File: src/rtl/ni_packetizer_if.sv
// Core-to-packetizer request/payload handshake and packetizer-to-router flit/credit link.
// The master side is the core/router environment; the slave side is the packetizer.
interface ni_packetizer_if;
  logic        pkt_req;
  logic [7:0]  pkt_dest;
  logic [7:0]  pkt_len;
  logic        pkt_ack;
  logic        pkt_err;
  logic [28:0] data_in;
  logic        data_valid;
  logic        data_ready;
  logic [31:0] flit_out;
  logic        flit_valid;
  logic        credit_in;
  logic        busy;

  modport master (
    output pkt_req, pkt_dest, pkt_len, data_in, data_valid, credit_in,
    input  pkt_ack, pkt_err, data_ready, flit_out, flit_valid, busy
  );

  modport slave (
    input  pkt_req, pkt_dest, pkt_len, data_in, data_valid, credit_in,
    output pkt_ack, pkt_err, data_ready, flit_out, flit_valid, busy
  );
endinterface

File: src/rtl/ni_packetizer.sv
// Network-interface local-port transmitter: turns a core send request into a header flit
// plus body flits, flow-controlled by credits against the router's local input buffer.
module ni_packetizer #(
  parameter int unsigned CREDIT_DEPTH = 4,
  parameter int unsigned MAX_LEN      = 255
) (
  input  logic           clk,
  input  logic           reset,
  input  logic [7:0]     current_address,
  ni_packetizer_if.slave bus_io
);

  localparam int unsigned CreditW = $clog2(CREDIT_DEPTH + 1);
  localparam logic [CreditW-1:0] CreditMax = CreditW'(CREDIT_DEPTH);

  typedef enum logic [1:0] {StIdle, StHeader, StBody} state_e;

  state_e               state_q, state_d;
  logic [CreditW-1:0]   credits_q, credits_d;
  logic [7:0]           dest_q, dest_d;
  logic [7:0]           len_q, len_d;
  logic [7:0]           remain_q, remain_d;
  logic [31:0]          flit_q, flit_d;
  logic                 flit_valid_q, flit_valid_d;
  logic                 ack_q, ack_d;
  logic                 err_q, err_d;
  logic                 has_credit;
  logic                 send;
  logic                 len_ok;

  always_comb begin
    has_credit   = (credits_q != '0);
    len_ok       = (bus_io.pkt_len != 8'd0) && (32'(bus_io.pkt_len) <= MAX_LEN);
    state_d      = state_q;
    credits_d    = credits_q;
    dest_d       = dest_q;
    len_d        = len_q;
    remain_d     = remain_q;
    flit_d       = flit_q;
    flit_valid_d = 1'b0;
    ack_d        = 1'b0;
    err_d        = 1'b0;
    send         = 1'b0;

    unique case (state_q)
      StIdle: begin
        if (bus_io.pkt_req) begin
          if (len_ok) begin
            dest_d   = bus_io.pkt_dest;
            len_d    = bus_io.pkt_len;
            remain_d = bus_io.pkt_len;
            ack_d    = 1'b1;
            state_d  = StHeader;
          end else begin
            err_d = 1'b1;
          end
        end
      end
      StHeader: begin
        if (has_credit) begin
          flit_d       = {3'b001, 5'b0, len_q, current_address, dest_q};
          flit_valid_d = 1'b1;
          send         = 1'b1;
          state_d      = StBody;
        end
      end
      StBody: begin
        if (bus_io.data_valid && has_credit) begin
          flit_d       = {1'b0, (remain_q == 8'd1), 1'b0, bus_io.data_in};
          flit_valid_d = 1'b1;
          send         = 1'b1;
          remain_d     = remain_q - 8'd1;
          if (remain_q == 8'd1) begin
            state_d = StIdle;
          end
        end
      end
      default: state_d = StIdle;
    endcase

    // A send and a returned credit in the same cycle cancel out.
    if (send && !bus_io.credit_in) begin
      credits_d = credits_q - CreditW'(1);
    end else if (!send && bus_io.credit_in && (credits_q != CreditMax)) begin
      credits_d = credits_q + CreditW'(1);
    end
  end

  always_ff @(posedge clk) begin
    if (reset) begin
      state_q      <= StIdle;
      credits_q    <= CreditMax;
      dest_q       <= 8'd0;
      len_q        <= 8'd0;
      remain_q     <= 8'd0;
      flit_q       <= 32'd0;
      flit_valid_q <= 1'b0;
      ack_q        <= 1'b0;
      err_q        <= 1'b0;
    end else begin
      state_q      <= state_d;
      credits_q    <= credits_d;
      dest_q       <= dest_d;
      len_q        <= len_d;
      remain_q     <= remain_d;
      flit_q       <= flit_d;
      flit_valid_q <= flit_valid_d;
      ack_q        <= ack_d;
      err_q        <= err_d;
    end
  end

  assign bus_io.flit_out   = flit_q;
  assign bus_io.flit_valid = flit_valid_q;
  assign bus_io.pkt_ack    = ack_q;
  assign bus_io.pkt_err    = err_q;
  assign bus_io.data_ready = (state_q == StBody) && has_credit;
  assign bus_io.busy       = (state_q != StIdle);

endmodule
File: src/flat_wrapper.sv
// flat-port wrapper written by rule: the top's interface ports become plain ports
module ni_packetizer_flat 
#(
  parameter int unsigned CREDIT_DEPTH = 4,
  parameter int unsigned MAX_LEN      = 255
)
  (clk, reset, current_address, bus_io_pkt_req, bus_io_pkt_dest, bus_io_pkt_len, bus_io_data_in, bus_io_data_valid, bus_io_credit_in, bus_io_pkt_ack, bus_io_pkt_err, bus_io_data_ready, bus_io_flit_out, bus_io_flit_valid, bus_io_busy);
  ni_packetizer_if bus_io_i ();
  input  logic clk;
  input  logic reset;
  input  logic [7:0] current_address;
  input wire logic [$bits(bus_io_i.pkt_req)-1:0] bus_io_pkt_req;
  input wire logic [$bits(bus_io_i.pkt_dest)-1:0] bus_io_pkt_dest;
  input wire logic [$bits(bus_io_i.pkt_len)-1:0] bus_io_pkt_len;
  input wire logic [$bits(bus_io_i.data_in)-1:0] bus_io_data_in;
  input wire logic [$bits(bus_io_i.data_valid)-1:0] bus_io_data_valid;
  input wire logic [$bits(bus_io_i.credit_in)-1:0] bus_io_credit_in;
  output wire logic [$bits(bus_io_i.pkt_ack)-1:0] bus_io_pkt_ack;
  output wire logic [$bits(bus_io_i.pkt_err)-1:0] bus_io_pkt_err;
  output wire logic [$bits(bus_io_i.data_ready)-1:0] bus_io_data_ready;
  output wire logic [$bits(bus_io_i.flit_out)-1:0] bus_io_flit_out;
  output wire logic [$bits(bus_io_i.flit_valid)-1:0] bus_io_flit_valid;
  output wire logic [$bits(bus_io_i.busy)-1:0] bus_io_busy;
  assign bus_io_i.pkt_req = bus_io_pkt_req;
  assign bus_io_i.pkt_dest = bus_io_pkt_dest;
  assign bus_io_i.pkt_len = bus_io_pkt_len;
  assign bus_io_i.data_in = bus_io_data_in;
  assign bus_io_i.data_valid = bus_io_data_valid;
  assign bus_io_i.credit_in = bus_io_credit_in;
  assign bus_io_pkt_ack = bus_io_i.pkt_ack;
  assign bus_io_pkt_err = bus_io_i.pkt_err;
  assign bus_io_data_ready = bus_io_i.data_ready;
  assign bus_io_flit_out = bus_io_i.flit_out;
  assign bus_io_flit_valid = bus_io_i.flit_valid;
  assign bus_io_busy = bus_io_i.busy;
  ni_packetizer #(.CREDIT_DEPTH(CREDIT_DEPTH), .MAX_LEN(MAX_LEN)) u_core (.clk(clk), .reset(reset), .current_address(current_address), .bus_io(bus_io_i));
endmodule
File: config.mk
export PLATFORM = sky130hd
export DESIGN_NAME = ni_packetizer_flat
export DESIGN_NICKNAME = d
export VERILOG_FILES = /design/src/rtl/ni_packetizer_if.sv /design/src/rtl/ni_packetizer.sv /design/src/flat_wrapper.sv
export SDC_FILE = /design/constraint.sdc
export NUM_CORES = 1
export LEC_CHECK = 0
export CORE_MARGIN = 10
export CORE_UTILIZATION = 47
export DETAILED_ROUTE_END_ITERATION = 8
export GPL_ROUTABILITY_DRIVEN = 0
export GPL_TIMING_DRIVEN = 0
export PLACE_DENSITY = 0.8
export SYNTH_ARGS = -nofsm -noshare
export SYNTH_HDL_FRONTEND = slang
export SYNTH_SLANG_ARGS = --single-unit
File: constraint.sdc
create_clock -name clk -period 3.65 [get_ports clk]
set_input_delay 0.73 -clock clk [delete_from_list [all_inputs] [get_ports clk]]
set_output_delay 0.73 -clock clk [all_outputs]
set_load 0.01 [all_outputs]
==> results.yml, run 1 <==
cells_and_area:
  final_common_cell: "clkdlybuf4s50_1"
  syn2layout_area_growth_pct: 39.1
  most-common-layout-cells: "clkdlybuf4s50_1, dfxtp_1, mux2i_1"
  drive_gt1_frac: 0.0940
  finalNetCount: 508
  fin_area_mm2: 0.00449
  antenna_cells: 0
clock_tree:
  h-tree-depth: 3
  path_clk_slew_ns: 0.07
  clock_sinks: 63
  cts_resized: 0
  postCtsSetupBuffers: 0
  cts_tree: "done"
  hold_buffers: 0
  cts_root_buffer: "clkbuf_8"
  clock_path_buffers: 2
  clk_latency_ns: 0.34
  cts-buffers-inserted: 9
worst_setup_path:
  cp-startpoint: "u_core.state_q[0]$_SDFFE_PP0P_"
  reg2reg_depth: 8
  crit_required_ns: 3.89
  cp-end-kind: "register"
  worstSetupStartpointType: "register"
  ff2ff_setup_slack_ns: 0.47
  rr_endpoint: "u_core.credits_q[1]$_SDFFE_PP0P_"
  endpoint: "u_core.credits_q[1]$_SDFFE_PP0P_"
  critPathKind: "register to register"
  cp_max_fo: 10
  crit_arrival_ns: 3.42
  r2r-start: "u_core.state_q[0]$_SDFFE_PP0P_"
synth:
  avgSynthCellArea_um2: 9.46
  synth_flop_cell: "dfxtp_1"
  postSynthCellCount: 341
  async_flop_share: 0
  synth_cell_type_count: 61
  synth_edf_count: 0
  syn_nets: 406
  ys.warnings.count: 0
  mappedNetlistArea_mm2: 0.00323
  ys_ff_latch: 63
  yosysSeqAreaShare: 0.391
detailed_routing:
  dr.first_iter.drc_count: 244
  dr.pass1.iters: 4
  drc: 0
  post_drt_wl_per_cell_um: 18.7
  via_count: 3045
  totalWireLength_um: 9870
  antenna_left: 0
  via_per_inst: 5.78
run_status:
  outcome: "finished, final reports clean"
power:
  p_comb_frac: 0.490
  p_leak_nw: 1.71
  clock_power_share: 0.212
  power_density_mw_per_mm2: 794
  p_sw_frac: 0.377
  power.total_w: 0.00356
  p_int_w: 0.00222
  vdd_drop_max_v: 0.000431
  seqPwrFrac: 0.297
  power_switching_w: 0.00134
place:
  dp_hpwl_um: 7450
  post-place-ws_ns: 0.289
  dpl-instance-area_mm2: 0.00425
  io_buffers: 92
sta:
  fmax_mhz: 315
  hold_ws_ns: 0.466
  fin_worst_skew_ns: 0.00733
  min_period_over_period: 0.870
  slew_headroom: 0.570
  tightest_slew_ns: 0.645
  drv_slew: 0
  period_minus_slack_ns: 3.18
  setup_viol: 0
  rsz0062_at_grt: "false"
  setup-tns-final_ns: 0
  worst_slack_ns: 0.474
  report.final.hold_viol_count: 0
floorplanning:
  die_y_um: 103
  row_count: 30
  die_area_mm2: 0.0106
  coreArea_mm2: 0.00672
  die-width_um: 103
  io_pins: 95
  start_util: 0.480
global_routing:
  grt-ovfl-total: 0
  antenna_found_initial: 0
  grt_pass1_vias: 3070
  grt_pass1_wl_um: 15400
  grt_start_max_net_pins: 11
  track_usage: 0.187
hold_path:
  holdCritPathClass: "register to register"
job:
  maxCapViolations: 0
## sequential cells by signal, indices dropped and copies added, names as in the netlist
register                  cells
u_core.remain_q               8
u_core.bus_io.flit_out       31
u_core.credits_q              3
u_core.bus_io.pkt_ack         1
u_core.bus_io.pkt_err         1
u_core.len_q                  8
u_core.state_q                2
u_core.bus_io.flit_valid      1
u_core.dest_q                 8
## Yosys cell counts (2+ instances only)
| library cell | number | area [um^2] |
|---|---|---|
| a211oi_1 | 26 | 195 |
| a21oi_1 | 35 | 175 |
| a32o_1 | 3 | 30.0 |
| a41o_1 | 5 | 50.1 |
| and3_1 | 2 | 12.5 |
| and4_1 | 3 | 26.3 |
| buf_1 | 2 | 7.51 |
| buf_2 | 11 | 55.1 |
| buf_4 | 2 | 15.0 |
| clkbuf_1 | 13 | 48.8 |
| dfxtp_1 | 63 | 1260 |
| ha_1 | 6 | 75.1 |
| inv_1 | 11 | 41.3 |
| mux2i_1 | 40 | 400 |
| nand2_1 | 5 | 18.8 |
| nand2b_1 | 7 | 43.8 |
| nand3_1 | 13 | 65.1 |
| nand4_1 | 2 | 12.5 |
| nor2_1 | 23 | 86.3 |
| nor2b_1 | 7 | 43.8 |
| nor3_1 | 4 | 20.0 |
| nor4_1 | 3 | 18.8 |
| nor4_4 | 2 | 42.5 |
| o211a_1 | 5 | 50.1 |
| o211ai_1 | 2 | 15.0 |
| o21ai_0 | 3 | 15.0 |
| o21ai_1 | 2 | 10.0 |
| o31a_1 | 3 | 26.3 |
| o31ai_1 | 6 | 45.0 |
## stage by stage
stage / std cells / util
after floorplan: 341 / -
after global placement: 513 / 0.632
after detailed placement: 513 / 0.632
after CTS: 528 / 0.669
after global routing: 527 / 0.668
final: 527 / 0.668
## layer usage
layer	wire length, um	global-route usage
met1	4150	0.222
met2	4920	0.313
met3	583	0.0516
met4	211	0.0695
met5	0	0
## power by group through the flow
| stage | clock network (W) | logic [W] | registers (W) |
|---|---|---|---|
| CTS | 0.000760 | 0.00174 | 0.00106 |
| global route | 0.000798 | 0.00190 | 0.00108 |
| floorplan | 0 | 0.00101 | 0.00112 |
| global placement | 0 | 0.00169 | 0.00106 |
| detailed placement | 0 | 0.00173 | 0.00107 |
| finish | 0.000757 | 0.00175 | 0.00106 |
## cell families (layout without fill, tap and decap cells)
family                   Yosys count  after routing  synth area share
flip-flops                        63             63             0.391
AO/OA/AOI/OAI                    106            106             0.241
adder cells (fa/ha/maj)            7              7            0.0295
buffers and inverters             42            148            0.0628
AND/OR/NAND/NOR                   80             80             0.145
XOR/XNOR                           2              2           0.00543
multiplexers                      40             40             0.124
other                              1              1           0.00116
## area by class of cell
| type | instances | area, um^2 |
|---|---|---|
| fill | 551 | 2230 |
| multi-input combinational | 236 | 1760 |
| sequential | 63 | 1260 |
| timing repair buffer | 92 | 921 |
| clock buffer | 12 | 155 |
| buffer | 29 | 154 |
| tap | 80 | 100 |
| clock inverter | 3 | 90.1 |
| inverter | 12 | 45.0 |
## worst min path at each step
stage,endpoint,startpoint,depth (start not counted),slack [ns]
final,u_core.bus_io.flit_out[30]$_SDFFE_PP0P_,u_core.bus_io.flit_out[30]$_SDFFE_PP0P_,2,0.47
after global routing,u_core.bus_io.flit_out[30]$_SDFFE_PP0P_,u_core.bus_io.flit_out[30]$_SDFFE_PP0P_,2,0.49
after CTS,u_core.bus_io.flit_out[30]$_SDFFE_PP0P_,u_core.bus_io.flit_out[30]$_SDFFE_PP0P_,2,0.46
after detailed placement,u_core.bus_io.flit_out[30]$_SDFFE_PP0P_,u_core.bus_io.flit_out[30]$_SDFFE_PP0P_,2,0.44
after global placement,u_core.bus_io.flit_out[30]$_SDFFE_PP0P_,u_core.bus_io.flit_out[30]$_SDFFE_PP0P_,2,0.44
after floorplan,u_core.len_q[6]$_SDFFE_PP0P_,u_core.len_q[6]$_SDFFE_PP0P_,2,0.45
## critical path, cell delays in order (launching register included)
cell,delay [ns]
dfxtp_1,0.33
inv_1,0.09
ha_1,0.38
clkbuf_1,0.46
nand2_1,0.19
or3_1,0.36
fa_1,0.45
or4_1,0.53
a221oi_1,0.29
(Power assumes the default switching activity.)
==> run 2, diff against run 1 <==
--- a/config.mk
+++ b/config.mk
@@ -5,12 +5,12 @@
 export SDC_FILE = /design/constraint.sdc
 export NUM_CORES = 1
 export LEC_CHECK = 0
-export CORE_MARGIN = 10
-export CORE_UTILIZATION = 47
+export CORE_UTILIZATION = 45
 export DETAILED_ROUTE_END_ITERATION = 8
 export GPL_ROUTABILITY_DRIVEN = 0
 export GPL_TIMING_DRIVEN = 0
-export PLACE_DENSITY = 0.8
+export PLACE_DENSITY = 0.77
 export SYNTH_ARGS = -nofsm -noshare
 export SYNTH_HDL_FRONTEND = slang
 export SYNTH_SLANG_ARGS = --single-unit
+export TNS_END_PERCENT = 1
==> results.yml, run 2 (synthesis results as in run 1) <==
worst_setup_path:
  critPathSlowestCell: "clkdlybuf4s50_1"
  cp-end-kind: "output pin"
  crit_required_ns: 2.92
  max_stage_delay_ns: 0.54
  critPathKind: "register to output pin"
  ff2ff_setup_slack_ns: 0.36
  cpLargestDelayFamily: "buffers and inverters"
  crit_chain: "inv_1 > ha_1 > buf_2 > buf_1 > buf_2 > nor2b_1 > clkdlybuf4s50_1"
  reg2reg_depth: 8
  cp.depth: 7
  worstSetupStartpointType: "register"
  crit_top_cell: "buf_2"
  crit_arrival_ns: 2.72
  cp_max_fo: 10
  cp.buffers_inverters: 5
sta:
  fmax_mhz: 290
  period_minus_slack_ns: 3.45
  min_period_over_period: 0.945
  report.final.hold_viol_count: 0
  setup_viol: 0
  fin_worst_skew_ns: 0.0103
  slew_headroom: 0.576
  rsz0062_at_grt: "false"
  tightest_slew_ns: 0.636
  setup-tns-final_ns: 0
  drv_slew: 0
cells_and_area:
  fin_area_mm2: 0.00447
  syn2layout_area_growth_pct: 38.7
  largest_reg_flops: 31
  multi_input_area_mm2: 0.00176
  final_common_cell: "clkdlybuf4s50_1"
  register_area_mm2: 0.00126
  antenna_cells: 0
  nFillCells: 584
  drive_gt1_frac: 0.0980
  most-common-layout-cells: "clkdlybuf4s50_1, dfxtp_1, mux2i_1"
  final_cells: 545
  finalNetCount: 509
clock_tree:
  clk_latency_ns: 0.35
  cts_resized: 0
  cts_tree: "done"
  path_clk_slew_ns: 0.07
  clock_path_buffers: 2
  postCtsSetupBuffers: 0
  cts-buffers-inserted: 9
  cts_root_buffer: "clkbuf_8"
  clock_sinks: 63
  hold_buffers: 0
  h-tree-depth: 3
hold_path:
  holdCritPathClass: "register to register"
  worstHoldPathCells: 2
place:
  io_buffers: 92
  dp_hpwl_um: 6580
  dpl-instance-area_mm2: 0.00427
  dp_cells: 529
detailed_routing:
  totalWireLength_um: 9170
  antenna_left: 0
  dr.first_iter.drc_count: 155
  via_count: 3066
  post_drt_wl_per_cell_um: 16.8
  drc: 0
  dr.pass1.iters: 4
  via_per_inst: 5.63
floorplanning:
  die_area_mm2: 0.00751
  io_pins: 95
  start_util: 0.470
  coreArea_mm2: 0.00687
  row_count: 30
  die-width_um: 86.7
  die_y_um: 86.7
power:
  power_density_mw_per_mm2: 766
  clock_power_share: 0.185
  p_int_w: 0.00207
  p_comb_frac: 0.504
  vdd_drop_max_v: 0.000450
  p_leak_nw: 1.68
  power_switching_w: 0.00136
  p_sw_frac: 0.397
  seqPwrFrac: 0.311
global_routing:
  grt_start_max_net_pins: 13
  grt-ovfl-total: 0
  grt_pass1_wl_um: 14800
  track_usage: 0.254
  grt_pass1_vias: 3039
  antenna_found_initial: 0
job:
  maxCapViolations: 0
run_status:
  outcome: "finished, final reports clean"
[run 2: per-layer routing]
| metal | GRT usage | vias to the layer above | routed length [um] |
|---|---|---|---|
| li1 | - | 1471 | - |
| met4 | 0.0788 | 0 | 129 |
| met5 | 0 | - | 0 |
| met1 | 0.329 | 1465 | 4020 |
| met3 | 0.0467 | 14 | 534 |
| met2 | 0.430 | 116 | 4490 |
[run 2: tightest hold or removal path: cells and delay by family (launching register included)]
family | cells | cell delay, ns
DFF | 1 | 0.31
and+or+nand+nor | 1 | 0.06
AOI/OAI and AO/OA | 1 | 0.05
[run 2: path summary, 6_finish.rpt]
check / end / start
worst min register to register: u_core.bus_io.flit_out[30]$_SDFFE_PP0P_ / u_core.bus_io.flit_out[30]$_SDFFE_PP0P_
worst min-delay path: u_core.bus_io.flit_out[30]$_SDFFE_PP0P_ / u_core.bus_io.flit_out[30]$_SDFFE_PP0P_
worst max-delay path: bus_io_data_ready / u_core.state_q[0]$_SDFFE_PP0P_
worst max register to register: u_core.credits_q[1]$_SDFFE_PP0P_ / u_core.state_q[0]$_SDFFE_PP0P_
[run 2: stage by stage]
stage | power, W | hold slack (ns) | utilization | worst slack, ns
final | 0.00343 | 0.468 | 0.651 | 0.202
after floorplan | 0.00213 | 0.450 | - | 0.908
after CTS | 0.00341 | 0.470 | 0.651 | 0.224
after detailed placement | 0.00277 | 0.442 | 0.621 | 0.279
after global placement | 0.00273 | 0.440 | 0.621 | 0.296
after global routing | 0.00363 | 0.493 | 0.651 | 0.00482
[run 2: area by class of cell]
type                            instances  share of cell area
Clock inverter                          6              0.0154
Sequential cell                        63               0.282
Clock buffer                           10              0.0308
Multi-Input combinational cell        236               0.394
Buffer                                 30              0.0352
Inverter                               12              0.0101
Timing Repair Buffer                   92               0.206
Tap cell                               96              0.0269
[run 2: power by group through the flow]
stage / Combinational, W / Clock [W] / Sequential [W]
global route: 0.00187 / 0.000667 / 0.00109
finish: 0.00173 / 0.000633 / 0.00107
detailed placement: 0.00170 / 0 / 0.00107
CTS: 0.00171 / 0.000637 / 0.00106
global placement: 0.00167 / 0 / 0.00107
floorplan: 0.00101 / 0 / 0.00112
==> run 3, diff against run 2 <==
--- a/config.mk
+++ b/config.mk
@@ -5,11 +5,11 @@
 export SDC_FILE = /design/constraint.sdc
 export NUM_CORES = 1
 export LEC_CHECK = 0
-export CORE_UTILIZATION = 45
+export CORE_MARGIN = 4
+export CORE_UTILIZATION = 25
 export DETAILED_ROUTE_END_ITERATION = 8
 export GPL_ROUTABILITY_DRIVEN = 0
 export GPL_TIMING_DRIVEN = 0
-export PLACE_DENSITY = 0.77
 export SYNTH_ARGS = -nofsm -noshare
 export SYNTH_HDL_FRONTEND = slang
 export SYNTH_SLANG_ARGS = --single-unit
==> results.yml, run 3 (synthesis results as in run 1) <==
run_status:
  outcome: "finished, final reports clean"
cells_and_area:
  largest_reg_flops: 31
  antenna_cells: 0
  final_common_cell: "clkdlybuf4s50_1"
  most-common-layout-cells: "clkdlybuf4s50_1, dfxtp_1, mux2i_1"
  syn2layout_area_growth_pct: 45.3
  drive_gt1_frac: 0.0958
  finalNetCount: 509
clock_tree:
  path_clk_slew_ns: 0.05
  cts_tree: "done"
  clock_sinks: 63
  hold_buffers: 0
  h-tree-depth: 3
  postCtsSetupBuffers: 0
  clock_path_buffers: 2
  cts-buffers-inserted: 9
  clk_latency_ns: 0.33
  cts_root_buffer: "clkbuf_16"
  cts_resized: 0
global_routing:
  track_usage: 0.135
  grt_start_max_net_pins: 12
  grt_pass1_vias: 3084
  grt-ovfl-total: 0
  antenna_found_initial: 0
  grt_pass1_wl_um: 15800
detailed_routing:
  dr.pass1.iters: 4
  drc: 0
  dr.first_iter.drc_count: 294
  antenna_left: 0
  via_per_inst: 4.83
  via_count: 2998
  post_drt_wl_per_cell_um: 15.9
  totalWireLength_um: 9860
sta:
  fin_worst_skew_ns: 0.00585
  hold_ws_ns: 0.455
  slew_headroom: 0.562
  tightest_slew_ns: 0.657
  min_period_over_period: 0.952
  drv_slew: 0
  period_minus_slack_ns: 3.47
  report.final.hold_viol_count: 0
  rsz0062_at_grt: "false"
  fmax_mhz: 288
  setup_viol: 0
  setup-tns-final_ns: 0
floorplanning:
  die_y_um: 122
  row_count: 41
  coreArea_mm2: 0.0126
  io_pins: 95
  die_area_mm2: 0.0148
  start_util: 0.256
  die-width_um: 122
worst_setup_path:
  worstSetupStartpointType: "register"
  max_stage_delay_ns: 0.56
  crit_required_ns: 2.92
  critPathKind: "register to output pin"
  crit_top_cell: "buf_2"
  critPathSlowestCell: "clkdlybuf4s50_1"
  cp_max_fo: 10
  crit_arrival_ns: 2.74
  cp-end-kind: "output pin"
  crit_chain: "inv_1 > ha_1 > buf_2 > buf_1 > buf_2 > nor2b_1 > clkdlybuf4s50_1"
place:
  io_buffers: 92
  dp_hpwl_um: 7330
power:
  power_density_mw_per_mm2: 795
  vdd_drop_max_v: 0.000300
  p_leak_nw: 1.74
job:
  maxCapViolations: 0
hold_path:
  holdCritPathClass: "register to register"
run 3: worst paths after layout:
check	start	to	slack [ns]	depth (start not counted)
max reg2reg	u_core.state_q[1]$_SDFFE_PP0P_	u_core.credits_q[1]$_SDFFE_PP0P_	0.37	8
min	u_core.bus_io.flit_out[30]$_SDFFE_PP0P_	u_core.bus_io.flit_out[30]$_SDFFE_PP0P_	0.45	2
min reg2reg	u_core.bus_io.flit_out[30]$_SDFFE_PP0P_	u_core.bus_io.flit_out[30]$_SDFFE_PP0P_	0.45	2
max	u_core.state_q[0]$_SDFFE_PP0P_	bus_io_data_ready	0.18	7
run 3: final cells by class:
| cell class | instances | area, um^2 |
|---|---|---|
| multi-input cells | 236 | 1760 |
| plain buffers | 30 | 158 |
| fillers | 1275 | 7930 |
| well taps | 172 | 215 |
| repair buffers | 92 | 921 |
| clock inverters | 5 | 81.3 |
| flip-flops and latches | 63 | 1260 |
| clock buffers | 11 | 243 |
| inverters | 12 | 45.0 |
run 3: routing by layer:
layer	global-route usage	routed length [um]	vias up	part of all wire
li1	-	-	1483	-
met1	0.179	4600	1407	0.47
met2	0.213	4540	92	0.46
met3	0.0357	506	16	0.051
met4	0.0462	208	0	0.021
met5	0	0	-	0
run 3: power by group:
part / leakage [nW] / internal, W / total [W] / switching (W)
clock network: 0.156 / 0.000616 / 0.000929 / 0.000313
logic: 1.07 / 0.000809 / 0.00173 / 0.000923
registers: 0.517 / 0.000922 / 0.00107 / 0.000143
run 3: stage by stage:
step / setup WS [ns] / total power [W] / instances / cell area, um^2 / util
detailed placement: 0.237 / 0.00280 / 605 / 4360 / 0.346
finish: 0.177 / 0.00373 / 621 / 4690 / 0.371
floorplan: 0.908 / 0.00213 / 341 / 3230 / -
global placement: 0.307 / 0.00278 / 605 / 4360 / 0.346
global route: 0.0406 / 0.00398 / 621 / 4690 / 0.371
CTS: 0.168 / 0.00375 / 621 / 4690 / 0.371
run 3: worst max-delay path: cells and delay by family, from the launching register on:
kind | cells | cell delay [ns]
buffers and inverters | 5 | 1.67
and+or+nand+nor | 1 | 0.21
adders and majority gates | 1 | 0.23
DFF | 1 | 0.31
